<file path="config.mk">
export PLATFORM = sky130hd
export DESIGN_NAME = fifo_uart_tx
export DESIGN_NICKNAME = d
export VERILOG_FILES = /design/src/rtl/fifo_uart_pkg.sv /design/src/rtl/fifo_uart_tx_bit_timer.sv /design/src/rtl/fifo_uart_tx.sv
export SDC_FILE = /design/constraint.sdc
export NUM_CORES = 1
export LEC_CHECK = 0
export BUFFER_PORTS_ARGS = -buffer_cell sky130_fd_sc_hd__buf_2
export CAP_MARGIN = 10
export CORE_MARGIN = 1.5
export CORE_UTILIZATION = 40
export CTS_BUF_LIST = sky130_fd_sc_hd__clkbuf_4 sky130_fd_sc_hd__clkbuf_8
export DETAILED_ROUTE_END_ITERATION = 10
export GPL_ROUTABILITY_DRIVEN = 0
export HOLD_SLACK_MARGIN = 0.1
export SETUP_SLACK_MARGIN = 0.02
export SYNTH_ARGS = -nofsm -noshare
export SYNTH_HDL_FRONTEND = slang
export SYNTH_SLANG_ARGS = --single-unit
</file>
<file path="constraint.sdc">
create_clock -name clk -period 2.61 [get_ports clk]
set_input_delay 0.1305 -clock clk [delete_from_list [all_inputs] [get_ports clk]]
set_output_delay 0.1305 -clock clk [all_outputs]
set_load 0.005 [all_outputs]
</file>
<file path="src/rtl/fifo_uart_pkg.sv">
// fifo_uart_pkg
//   Shared constants for the FIFO-to-UART drain path (TX now, RX later).
//   - FSM state encodings for the transmitter
//   - BITS_PER_BYTE
//   - width helpers for the byte index and the bit timer
package fifo_uart_pkg;

    localparam int BITS_PER_BYTE = 8;

    typedef logic [2:0] uart_state_t;

    localparam logic [2:0] ST_IDLE    = 3'd0;
    localparam logic [2:0] ST_REQ     = 3'd1;
    localparam logic [2:0] ST_CAPTURE = 3'd2;
    localparam logic [2:0] ST_START   = 3'd3;
    localparam logic [2:0] ST_DATA    = 3'd4;
    localparam logic [2:0] ST_PARITY  = 3'd5;
    localparam logic [2:0] ST_STOP    = 3'd6;

    // Width of the byte index for a word of data_width bits; never below 1.
    function automatic int byte_idx_width(input int data_width);
        int n;
        n = data_width / BITS_PER_BYTE;
        return (n <= 2) ? 1 : $clog2(n);
    endfunction

    // Width of the bit timer counting 0..clks_per_bit-1; never below 1.
    function automatic int timer_width(input int clks_per_bit);
        return (clks_per_bit <= 2) ? 1 : $clog2(clks_per_bit);
    endfunction

endpackage

</file>
<file path="src/rtl/fifo_uart_tx_bit_timer.sv">
// uart_bit_timer
//   Free-running bit-period counter, 0..CLKS_PER_BIT-1 with wrap.
//   Ports:
//     clk      system clock
//     rst_n    asynchronous active-low reset
//     clear    holds the count at 0 (used while no frame is on the line)
//     bit_done one-cycle pulse while the count sits at CLKS_PER_BIT-1
module uart_bit_timer
    import fifo_uart_pkg::*;
#(
    parameter int CLKS_PER_BIT = 868
) (
    input  logic clk,
    input  logic rst_n,
    input  logic clear,
    output logic bit_done
);

    localparam int TW = timer_width(CLKS_PER_BIT);
    localparam logic [TW-1:0] LAST_COUNT = TW'(CLKS_PER_BIT - 1);

    logic [TW-1:0] count_reg;

    always_ff @(posedge clk or negedge rst_n) begin
        if (!rst_n) begin
            count_reg <= '0;
        end else if (clear || (count_reg == LAST_COUNT)) begin
            count_reg <= '0;
        end else begin
            count_reg <= count_reg + 1'b1;
        end
    end

    assign bit_done = !clear && (count_reg == LAST_COUNT);

endmodule

</file>
<file path="src/rtl/fifo_uart_tx.sv">
// fifo_uart_tx
//   Drains fifo_sync and serialises each DATA_WIDTH-bit word as DATA_WIDTH/8
//   UART frames (1 start, 8 data LSB first, [even parity], 1 stop), least
//   significant byte first.
//   Optional feature macro: FIFO_UART_TX_PARITY_EN (adds the even-parity bit).
//   Ports:
//     clk         system clock, rising edge
//     rst_n       asynchronous active-low reset
//     enable      permits fetching a new word (looked at only in IDLE)
//     fifo_empty  fifo_sync empty flag
//     fifo_data   fifo_sync data_out (valid one cycle after the pop edge)
//     fifo_cs     chip-select to fifo_sync, mirrors fifo_rd_en
//     fifo_rd_en  one-cycle pop request
//     tx          UART line, idle high
//     busy        high from pop request until the last stop bit ends
module fifo_uart_tx
    import fifo_uart_pkg::*;
#(
    parameter int DATA_WIDTH   = 32,
    parameter int CLKS_PER_BIT = 868
) (
    input  logic                  clk,
    input  logic                  rst_n,
    input  logic                  enable,
    input  logic                  fifo_empty,
    input  logic [DATA_WIDTH-1:0] fifo_data,
    output logic                  fifo_cs,
    output logic                  fifo_rd_en,
    output logic                  tx,
    output logic                  busy
);

    localparam int NUM_BYTES = DATA_WIDTH / BITS_PER_BYTE;
    localparam int BIW       = byte_idx_width(DATA_WIDTH);
    localparam logic [BIW-1:0] LAST_BYTE = BIW'(NUM_BYTES - 1);
    localparam logic [2:0]     LAST_BIT  = 3'(BITS_PER_BYTE - 1);

    uart_state_t           state_reg;
    logic [DATA_WIDTH-1:0] word_reg;
    logic [2:0]            bit_cnt_reg;
    logic [BIW-1:0]        byte_idx_reg;
    logic                  tx_reg;
    logic                  busy_reg;
    logic                  rd_en_reg;
`ifdef FIFO_UART_TX_PARITY_EN
    logic                  parity_reg;
`endif
    logic                  timer_clear;
    logic                  bit_done;

    // The timer only runs while a frame is on the line, so the first START
    // period begins at a clean count of 0.
    assign timer_clear = (state_reg == ST_IDLE) || (state_reg == ST_REQ) ||
                         (state_reg == ST_CAPTURE);

    uart_bit_timer #(
        .CLKS_PER_BIT(CLKS_PER_BIT)
    ) u_bit_timer (
        .clk     (clk),
        .rst_n   (rst_n),
        .clear   (timer_clear),
        .bit_done(bit_done)
    );

    always_ff @(posedge clk or negedge rst_n) begin
        if (!rst_n) begin
            state_reg    <= ST_IDLE;
            word_reg     <= '0;
            bit_cnt_reg  <= '0;
            byte_idx_reg <= '0;
            tx_reg       <= 1'b1;
            busy_reg     <= 1'b0;
            rd_en_reg    <= 1'b0;
`ifdef FIFO_UART_TX_PARITY_EN
            parity_reg   <= 1'b0;
`endif
        end else begin
            case (state_reg)
                ST_IDLE: begin
                    if (enable && !fifo_empty) begin
                        state_reg <= ST_REQ;
                        rd_en_reg <= 1'b1;
                        busy_reg  <= 1'b1;
                    end
                end
                ST_REQ: begin
                    // fifo_sync pops on this edge; its data appears next cycle.
                    rd_en_reg <= 1'b0;
                    state_reg <= ST_CAPTURE;
                end
                ST_CAPTURE: begin
                    word_reg     <= fifo_data;
                    byte_idx_reg <= '0;
                    bit_cnt_reg  <= '0;
                    tx_reg       <= 1'b0;
                    state_reg    <= ST_START;
                end
                ST_START: begin
                    if (bit_done) begin
                        tx_reg    <= word_reg[0];
                        state_reg <= ST_DATA;
`ifdef FIFO_UART_TX_PARITY_EN
                        parity_reg <= ^word_reg[BITS_PER_BYTE-1:0];
`endif
                    end
                end
                ST_DATA: begin
                    if (bit_done) begin
                        // The whole word shifts, so after 8 shifts the next
                        // byte already sits in the low bits.
                        word_reg <= word_reg >> 1;
                        if (bit_cnt_reg == LAST_BIT) begin
                            bit_cnt_reg <= '0;
`ifdef FIFO_UART_TX_PARITY_EN
                            tx_reg    <= parity_reg;
                            state_reg <= ST_PARITY;
`else
                            tx_reg    <= 1'b1;
                            state_reg <= ST_STOP;
`endif
                        end else begin
                            bit_cnt_reg <= bit_cnt_reg + 3'd1;
                            tx_reg      <= word_reg[1];
                        end
                    end
                end
`ifdef FIFO_UART_TX_PARITY_EN
                ST_PARITY: begin
                    if (bit_done) begin
                        tx_reg    <= 1'b1;
                        state_reg <= ST_STOP;
                    end
                end
`endif
                ST_STOP: begin
                    if (bit_done) begin
                        if (byte_idx_reg != LAST_BYTE) begin
                            byte_idx_reg <= byte_idx_reg + 1'b1;
                            tx_reg       <= 1'b0;
                            state_reg    <= ST_START;
                        end else begin
                            busy_reg  <= 1'b0;
                            state_reg <= ST_IDLE;
                        end
                    end
                end
                default: begin
                    state_reg <= ST_IDLE;
                    tx_reg    <= 1'b1;
                    busy_reg  <= 1'b0;
                    rd_en_reg <= 1'b0;
                end
            endcase
        end
    end

    assign fifo_rd_en = rd_en_reg;
    assign fifo_cs    = rd_en_reg;
    assign tx         = tx_reg;
    assign busy       = busy_reg;

endmodule

</file>
### Yosys cells after proc, flatten, opt, wreduce, memory -nomap -nowiden

Index checks and enable logic that the tools add are counted.

| cells by class | value |
|---|---|
| add/subtract/negate cells | 3 |
| eq/ne operators | 15 |
| multiplexer cells | 27 |
| bitwise gates (word level) | 3 |
| reductions and logical operators | 19 |

Operators with widths:

| kind | count |
|---|---|
| 32-bit case mux with 2 select lines | 1 |
| 32-bit 2-to-1 mux | 1 |
| 3-bit 2-to-1 mux | 7 |
| 3-bit case mux with 6 select lines | 1 |
| 2-bit inequality test, second input constant | 7 |
| 10-bit by 1-bit adder with 10-bit output, second input constant | 1 |
| 10-bit == test, second input constant | 1 |
| 10-bit 2-to-1 mux | 1 |
| 5-bit AND reduction | 2 |
| 3-bit == test, second input constant | 3 |
| 1-bit 2-to-1 mux | 8 |
| 4-bit OR reduction | 2 |
| 3-bit by 2-bit == test with 1-bit output, second input constant | 2 |
| 2-bit 2-to-1 mux | 3 |
| 3-bit case mux with 2 select lines | 1 |
| 1-bit case mux with 5 select lines | 1 |
| 2-bit case mux with 2 select lines | 1 |
| 2-bit AND reduction | 2 |
| 4-bit AND reduction | 1 |
| 2-bit nonzero test | 2 |
| 3-bit by 1-bit adder with 3-bit output, second input constant | 1 |
| 3-bit by 1-bit == test with 1-bit output, second input constant | 1 |
| 3-bit logical NOT | 1 |
| 1-bit logical OR | 3 |
| other kinds (9) | 13 |

| storage, ports and cells | value |
|---|---|
| flip-flop bits (word level) | 53 |
| input port bits | 36 |
| word-level logic and storage cells | 75 |

### Depth between registers and ports, before layout

Gate-level depths: netlist (run 1).

| logic depth | value |
|---|---|
| depth in word-level cells | 7 |
| mapped depth | 7 |

### By module

A second synthesis (run 1) with hierarchy kept.

| second synthesis, totals | value |
|---|---|
| cells, all modules | 227 |
| area total of the unflattened synthesis | 2,812.7 um^2 |

Modules (own cells, without submodules):

| module | instances | cells each | area an instance (um^2) | sequential area each (um^2) |
|---|---|---|---|---|
| fifo_uart_tx | 1 | 174 | 2,278.4 | 1,077.3 |
| uart_bit_timer | 1 | 53 | 534.3 | 250.2 |

### Worst setup path after synthesis (run 1)

No wires, ideal clock.

| timing | value |
|---|---|
| path type | reg-to-reg |
| start point | reg u_bit_timer.count_reg[0] |
| end point | reg bit_cnt_reg[2] |
| arrival | 1.545 ns |
| data required time | 2.527 ns |
| path slack | 0.983 ns |
| cell stages (with the launch flop) | 8 |
| buffers on the path | 2 |
| period minus slack after synthesis | 1.627 ns |
| cell sequence | dfrtp_1 -> ha_1 -> and4b_1 -> a41oi_2 -> buf_2 -> buf_4 -> nand2_1 -> o21ai_0 |

| between the ends | value |
|---|---|
| word-level cells in the longest chain between the ends | 4 |

Ends and longest elaborated chain:

| element | RTL line | RTL |
|---|---|---|
| start: declaration | fifo_uart_tx_bit_timer.sv:22 | `logic [TW-1:0] count_reg;` |
| start signal: assignment | fifo_uart_tx_bit_timer.sv:30 | `count_reg <= count_reg + 1'b1;` |
| 10-bit == test | fifo_uart_tx_bit_timer.sv:34 | `assign bit_done = !clear && (count_reg == LAST_COUNT);` |
| 1-bit logical AND | fifo_uart_tx_bit_timer.sv:34 |  |
| 2-bit inequality test (no source line) | - |  |
| 2-bit AND reduction (no source line) | - |  |
| end signal: assignment | fifo_uart_tx.sv:122 | `bit_cnt_reg <= bit_cnt_reg + 3'd1;` |
| end: declaration | fifo_uart_tx.sv:40 | `logic [2:0] bit_cnt_reg;` |

Every way passes these cells.
A chain may end at the register's enable or synchronous reset.

### Final worst setup path (run 1)

| timing | value |
|---|---|
| start point | reg u_bit_timer.count_reg[0] |
| end point | reg word_reg[17] |

| between the ends | value |
|---|---|
| word-level cells in the longest chain between the ends | 4 |

Ends and longest elaborated chain:

| element | RTL line | RTL |
|---|---|---|
| 10-bit == test | fifo_uart_tx_bit_timer.sv:34 |  |
| 1-bit logical AND | fifo_uart_tx_bit_timer.sv:34 |  |
| 2-bit inequality test (no source line) | - |  |
| 2-bit AND reduction (no source line) | - |  |
| end signal: assignment | fifo_uart_tx.sv:92 | `word_reg <= fifo_data;` |
| end signal: assignment | fifo_uart_tx.sv:111 | `word_reg <= word_reg >> 1;` |
| end: declaration | fifo_uart_tx.sv:39 | `logic [DATA_WIDTH-1:0] word_reg;` |

Every way passes these cells.

==> flow_summary.toml, run 1 <==
[logic_synthesis]
synthCells = 262
ys_warn_count = 0
synth_area_per_cell_um2 = 10.13
synth_fa_ha_area_share_pct = 1.885
synth_top_family_by_area = "simple AND/OR/NAND/NOR gates"
synth_top_area_cell = "dfrtp_1"
synth_top_area_share_pct = 49.01
synth_ff_type = "dfrtp_1"
synth-seq-cells = 53
netlist-cell-type-count = 41
yosys.area_share.simple_pct = 17.34
ys_async_sr_fraction_pct = 100.0
syn-num-nets = 302
synth_area_leaders = "dfrtp_1 49%, mux2i_1 12%, nand2_1 6.1%"
synth_edf_count = 0
synthXorXnorAreaFrac_pct = 2.639
synth-compound-area-share_pct = 11.59
ys_seq_area_share_pct = 50.00
synth_area_mm2 = 0.002655
synth_mux_area_share_pct = 12.63

[power_and_ir_drop]
sequentialPowerShare_pct = 54.1
p_leak_nw = 1.369
switching_share_pct = 34.22
clock_power_share_pct = 19.5
combPwrFrac_pct = 26.4
p_total_mw = 2.482
p_sw_mw = 0.8494
vdd_drop_max_uv = 310.2
p_int_mw = 1.633
power.density_mw_per_mm2 = 791.0

[global_route]
grt_start_max_net_pins = 58
grt_pass1_wl_um = 9259
grt_pass1_vias = 1993
grt_overflow = 0
grt_usage_pct = 16.04
grt_antenna_before_repair = 0

[setup_path]
cpPeakStageDelay_ns = 0.42
crit_family = "compound AO/OA/AOI/OAI gates"
cp_cell_sequence = "ha_1 -> and4b_1 -> a41oi_4 -> buf_12 -> o21ai_0"
cp_max_fo = 57
critPathArrivalTime_ns = 2.07
worstPathRequired_ns = 2.79
crit_slowest_cell = "dfrtp_1"
startpoint_type = "flop"
critical_path_class = "flop to flop"
path_buf_inv = 1
endpoint_kind = "flop"

[cells_and_area]
fillerInstances = 611
final_cell_area_mm2 = 0.003138
insertedDiodeCount = 0
syn_to_final_growth_pct = 18.19
drive_above_1_share_pct = 19.68
largest_reg_flops = 32
layout_common_cells = "52 x dfrtp_1, 43 x nand2_1, 39 x buf_2"
final_nets = 349
final_common_cell = "dfrtp_1"

[timing]
period_share_pct = 72.37
final_hold_viol_count = 0
final_max_slew_viol_count = 0
max_slew.worst_pin.slew_ns = 0.4983
finalSetupViolCount = 0
min_period_ns = 1.889
fin_skew_ns = 0.01115
finalSetupTns_ns = 0
slew_headroom_pct = 66.78
fmax_ghz = 0.5294
rsz0062_at_grt = "no"

[clock_tree]
clock_latency_ns = 0.31
cts_tree = "yes"
post_cts_resized = 0
htreeDepth = 2
numClockSinks = 53
clockBufferDepth = 2
cts_root_buffer = "clkbuf_8"
cts_made_buffers = 5
clk_pin_slew_worst_paths_ns = 0.11

[floorplan]
dieArea_mm2 = 0.007135
start_util_pct = 41.58
die-height_um = 84.47
num_io_pins = 40
die_w_um = 84.47
row_count = 29
core_mm2 = 0.006386

[detailed_routing]
drtIter0Drc = 91
avgRoutedWirePerCell_um = 13.25
vias_per_cell = 5.106
dr.pass1.iters = 4
vias = 1976
antenna_left = 0
drc = 0
drt-total-wl_um = 5128

[min_path]
hp-class = "input pin to flop"

[run]
drv_cap = 0

[placed_design]
dp_hpwl_um = 3583
port_buffers = 39
postPlaceCellArea_mm2 = 0.002928

[status]
status = "finished clean"
[worst reg2reg max path, cell delays in order (launching register included)]
cell and delay (ns):
dfrtp_1 0.42, ha_1 0.27, and4b_1 0.23, a41oi_4 0.42, buf_12 0.29, o21ai_0 0.13
[layer usage]
metal	global-route usage (%)	part of all wire (%)	vias to the layer above
met5	0	0	-
met4	6.598	1.5	0
met1	21.99	50	941
met2	25.75	46	24
met3	2.163	2.3	5
li1	-	-	1006
[synthesized netlist by cell type, types with 3 or more instances]
cell type and instances:
dfrtp_1 52, nor3_1 3, nor2_1 15, a21oi_1 5, o21ai_1 15, nand2_1 43
buf_2 5, nand3_1 7, xnor2_1 6, clkbuf_1 7, nand2b_1 3, ha_1 4
o21ai_0 22, nor2b_1 3, nor3b_1 3, inv_1 3, mux2i_1 32, buf_4 4
nor4b_1 3
[worst paths after layout]
path / startpoint / to / slack [ns] / cells after the start
max in group asynchronous: rst_n / word_reg[16] / 1.67 / 3
min in group asynchronous: rst_n / u_bit_timer.count_reg[7] / 0.31 / 2
min reg2reg: word_reg[21] / word_reg[21] / 0.49 / 2
max: u_bit_timer.count_reg[0] / word_reg[17] / 0.72 / 5
max reg2reg: u_bit_timer.count_reg[0] / word_reg[17] / 0.72 / 5
min: fifo_data[10] / word_reg[10] / 0.11 / 3
[power groups by stage]
stage                     logic (mW)  clock network [mW]  registers (mW)
after floorplan                0.550                   0            1.28
after global placement         0.631                   0            1.35
after detailed placement       0.662                   0            1.36
after CTS                      0.672               0.503            1.34
after global routing           0.769               0.528            1.39
final                          0.655               0.485            1.34
[stage by stage]
| step | utilization [%] | worst slack, ns | std cells | hold WS, ns |
|---|---|---|---|---|
| finish | 49.14 | 0.7211 | 387 | 0.1055 |
| global route | 49.14 | 0.5484 | 387 | 0.1108 |
| CTS | 49.14 | 0.6996 | 387 | 0.1004 |
| detailed placement | 45.85 | 0.7214 | 367 | 0.1368 |
| global placement | 45.85 | 0.7865 | 367 | 0.1281 |
| floorplan | - | 0.9828 | 262 | -0.1651 |
[logic make-up (layout without fill, tap and decap cells)]
kind of cell / after synthesis / count (layout)
buffers and inverters: 20 / 68
DFF: 53 / 53
adders and majority gates: 4 / 4
xor gates and xnor gates: 8 / 8
AOI/OAI and AO/OA: 52 / 52
muxes: 33 / 33
and+or+nand+nor: 92 / 92
[area by class of cell]
| class | instances | area, um2 | area share, % |
|---|---|---|---|
| repair buffers | 57 | 372.9 | 11.88 |
| clock buffers | 5 | 68.82 | 2.193 |
| clock inverters | 3 | 21.27 | 0.6778 |
| inverters | 3 | 11.26 | 0.3589 |
| multi-input cells | 189 | 1240 | 39.51 |
| well taps | 77 | 96.34 | 3.070 |
| flip-flops and latches | 53 | 1328 | 42.30 |
[repair_timing]
item                      4_1_cts  5_1_grt
hold buffers                   12        0
setup buffers                   0        0
hold endpoints to repair       30        0
(Power assumes the default switching activity.)
==> run 2, diff against run 1 <==
==> constraint.sdc (replaced) <==
create_clock -name clk -period 1.5 [get_ports clk]
set_input_delay 0.075 -clock clk [delete_from_list [all_inputs] [get_ports clk]]
set_output_delay 0.075 -clock clk [all_outputs]
set_load 0.005 [all_outputs]
==> run 2 against run 1 <==
  * The flow now finishes with violations (setup timing)
  * Clock power is 75% higher
  * Routed wire length grew 30%
  * Final cell count rose by 15%
  * Non-clock buffer count is 59 higher
  * Clock skew is 0.0021 ns lower
  * Setup slack got worse by 0.78 ns
  * Utilization is 13 points higher
  * Clock-buffer cell count is 1 higher
  * Sequential share of layout area shrank 8.5 points
  * Critical path type unchanged
  * Critical endpoint is now bit_cnt_reg[1]
  * Largest power group unchanged
==> flow_summary.toml, run 2 (synthesized netlist as in run 1, its figures left out) <==
[detailed_routing]
dr.pass1.iters = 4
drc = 0
vias_per_cell = 5.119
vias = 2283
drtIter0Drc = 63
drt-total-wl_um = 6681
antenna_left = 0
avgRoutedWirePerCell_um = 14.98

[global_route]
gr-usage-met3_pct = 3.343
grt_start_max_net_pins = 38
met2_usage_pct = 26.40
grt_usage_pct = 16.59
grt_overflow = 0
grt_pass1_vias = 2127
grt_antenna_before_repair = 0
grt_util_met1_pct = 22.92
grt_pass1_wl_um = 9611
grt.busiest_layer = "met2"

[run]
drv_cap = 0

[timing]
max_slew.worst_pin.slew_ns = 0.4570
final_hold_viol_count = 0
fmax_ghz = 0.6415
final_max_slew_viol_count = 0
period_share_pct = 103.9
finalSetupViolCount = 38
finalSetupTns_ns = -1.310
postLayoutSetupSlackWorst_ns = -0.05878
slew_headroom_pct = 69.54
fin_skew_ns = 0.009076
fin_worst_hold_slack_ns = 0.1920
rsz0062_at_grt = "yes"
min_period_ns = 1.559

[power_and_ir_drop]
combPwrFrac_pct = 39.6
clock_power_share_pct = 16.3
switching_share_pct = 34.17
vdd_drop_max_uv = 773.6
p_int_mw = 3.421
p_sw_mw = 1.776
p_total_mw = 5.196
power.density_mw_per_mm2 = 1320
sequentialPowerShare_pct = 44.1
p_leak_nw = 1.735

[setup_path]
cp_max_fo = 9
critPathArrivalTime_ns = 1.80
cp_cell_sequence = "ha_4 -> and4b_2 -> a41oi_4 -> buf_12 -> clkbuf_16 -> nand2_1 -> o21ai_1"
startpoint_type = "flop"
path_buf_inv = 2
worstPathRequired_ns = 1.74
cpPeakStageDelay_ns = 0.42
crit_family = "flip-flops"
critical_path_class = "flop to flop"
endpoint_kind = "flop"
crit_slowest_cell = "dfrtp_1"
cp.depth = 7
reg2regPathDepth = 7

[floorplan]
core_mm2 = 0.006386
die_w_um = 84.47
start_util_pct = 41.58
num_io_pins = 40
dieArea_mm2 = 0.007135
die-height_um = 84.47
row_count = 29

[cells_and_area]
finalNonFillerCells = 446
final_common_cell = "dfrtp_1"
insertedDiodeCount = 0
layout_common_cells = "51 x dfrtp_1, 39 x buf_2, 32 x mux2i_1, 32 x dlygate4sd3_1"
syn_to_final_growth_pct = 48.26
drive_above_1_share_pct = 35.23
final_nets = 408
largest_reg_flops = 32

[status]
status = "complete, but fails checks"
violations = "setup timing"

[placed_design]
dp_hpwl_um = 3683
placedCellCount = 393
port_buffers = 39

[clock_tree]
clock_latency_ns = 0.32
cts_root_buffer = "clkbuf_8"
cts_tree = "yes"
clockBufferDepth = 2
clk_pin_slew_worst_paths_ns = 0.09
htreeDepth = 2
cts_made_buffers = 5
numClockSinks = 53

[min_path]
hp-class = "input pin to flop"
hold_path_depth = 3
[run 2: layout make-up]
type                    count  area, um2
flip-flops and latches     53       1329
repair buffers            116       1030
fillers                   520       2450
well taps                  77      96.34
multi-input cells         189       1380
clock inverters             2      13.76
clock buffers               6      76.32
inverters                   3      11.26
[run 2: final timing paths]
kind | endpoint | from | slack [ns]
worst max register to register | bit_cnt_reg[1] | u_bit_timer.count_reg[1] | -0.06
max in group asynchronous | word_reg[28] | rst_n | 0.75
worst max-delay path | bit_cnt_reg[1] | u_bit_timer.count_reg[1] | -0.06
worst min register to register | word_reg[8] | word_reg[8] | 0.49
worst min-delay path | state_reg[0] | fifo_empty | 0.19
min in group asynchronous | u_bit_timer.count_reg[8] | rst_n | 0.24
[run 2: per-stage QoR]
stage / cell area [um2] / util [%] / setup WS [ns]
after global routing: 3936 / 61.64 / -0.1341
final: 3936 / 61.64 / -0.05878
after floorplan: 2683 / - / -0.006731
after global placement: 3173 / 49.69 / -0.02991
after CTS: 3612 / 56.56 / -0.04409
after detailed placement: 3173 / 49.69 / -0.03091
[run 2: power groups by stage]
stage / Sequential (mW) / Clock, mW / Combinational, mW
4_1_cts: 2.25 / 0.881 / 1.62
6_report: 2.29 / 0.849 / 2.06
5_1_grt: 2.36 / 0.928 / 2.31
3_3_place_gp: 2.27 / 0 / 1.46
2_1_floorplan: 2.24 / 0 / 0.992
3_5_place_dp: 2.28 / 0 / 1.50
[run 2: worst reg2reg max path: cells and delay by family (launching register included)]
| family | cells | cell delay, ns |
|---|---|---|
| buf+inv | 2 | 0.36 |
| flops | 1 | 0.42 |
| compound gates | 2 | 0.24 |
| simple gates | 2 | 0.31 |
| fa+ha+maj | 1 | 0.18 |
[run 2: metal layers]
metal,routed length [um],vias up
met3,194,9
met5,0,-
li1,-,1131
met2,3201,38
met4,85,0
met1,3199,1105
[run 2: timing repair]
action	CTS	global route
buffers inserted	2	4
pin swaps	5	14
hold buffers	32	0
resized for setup	15	42
cloned	0	8
setup endpoints to repair	39	52
endpoints found under the hold margin	75	0
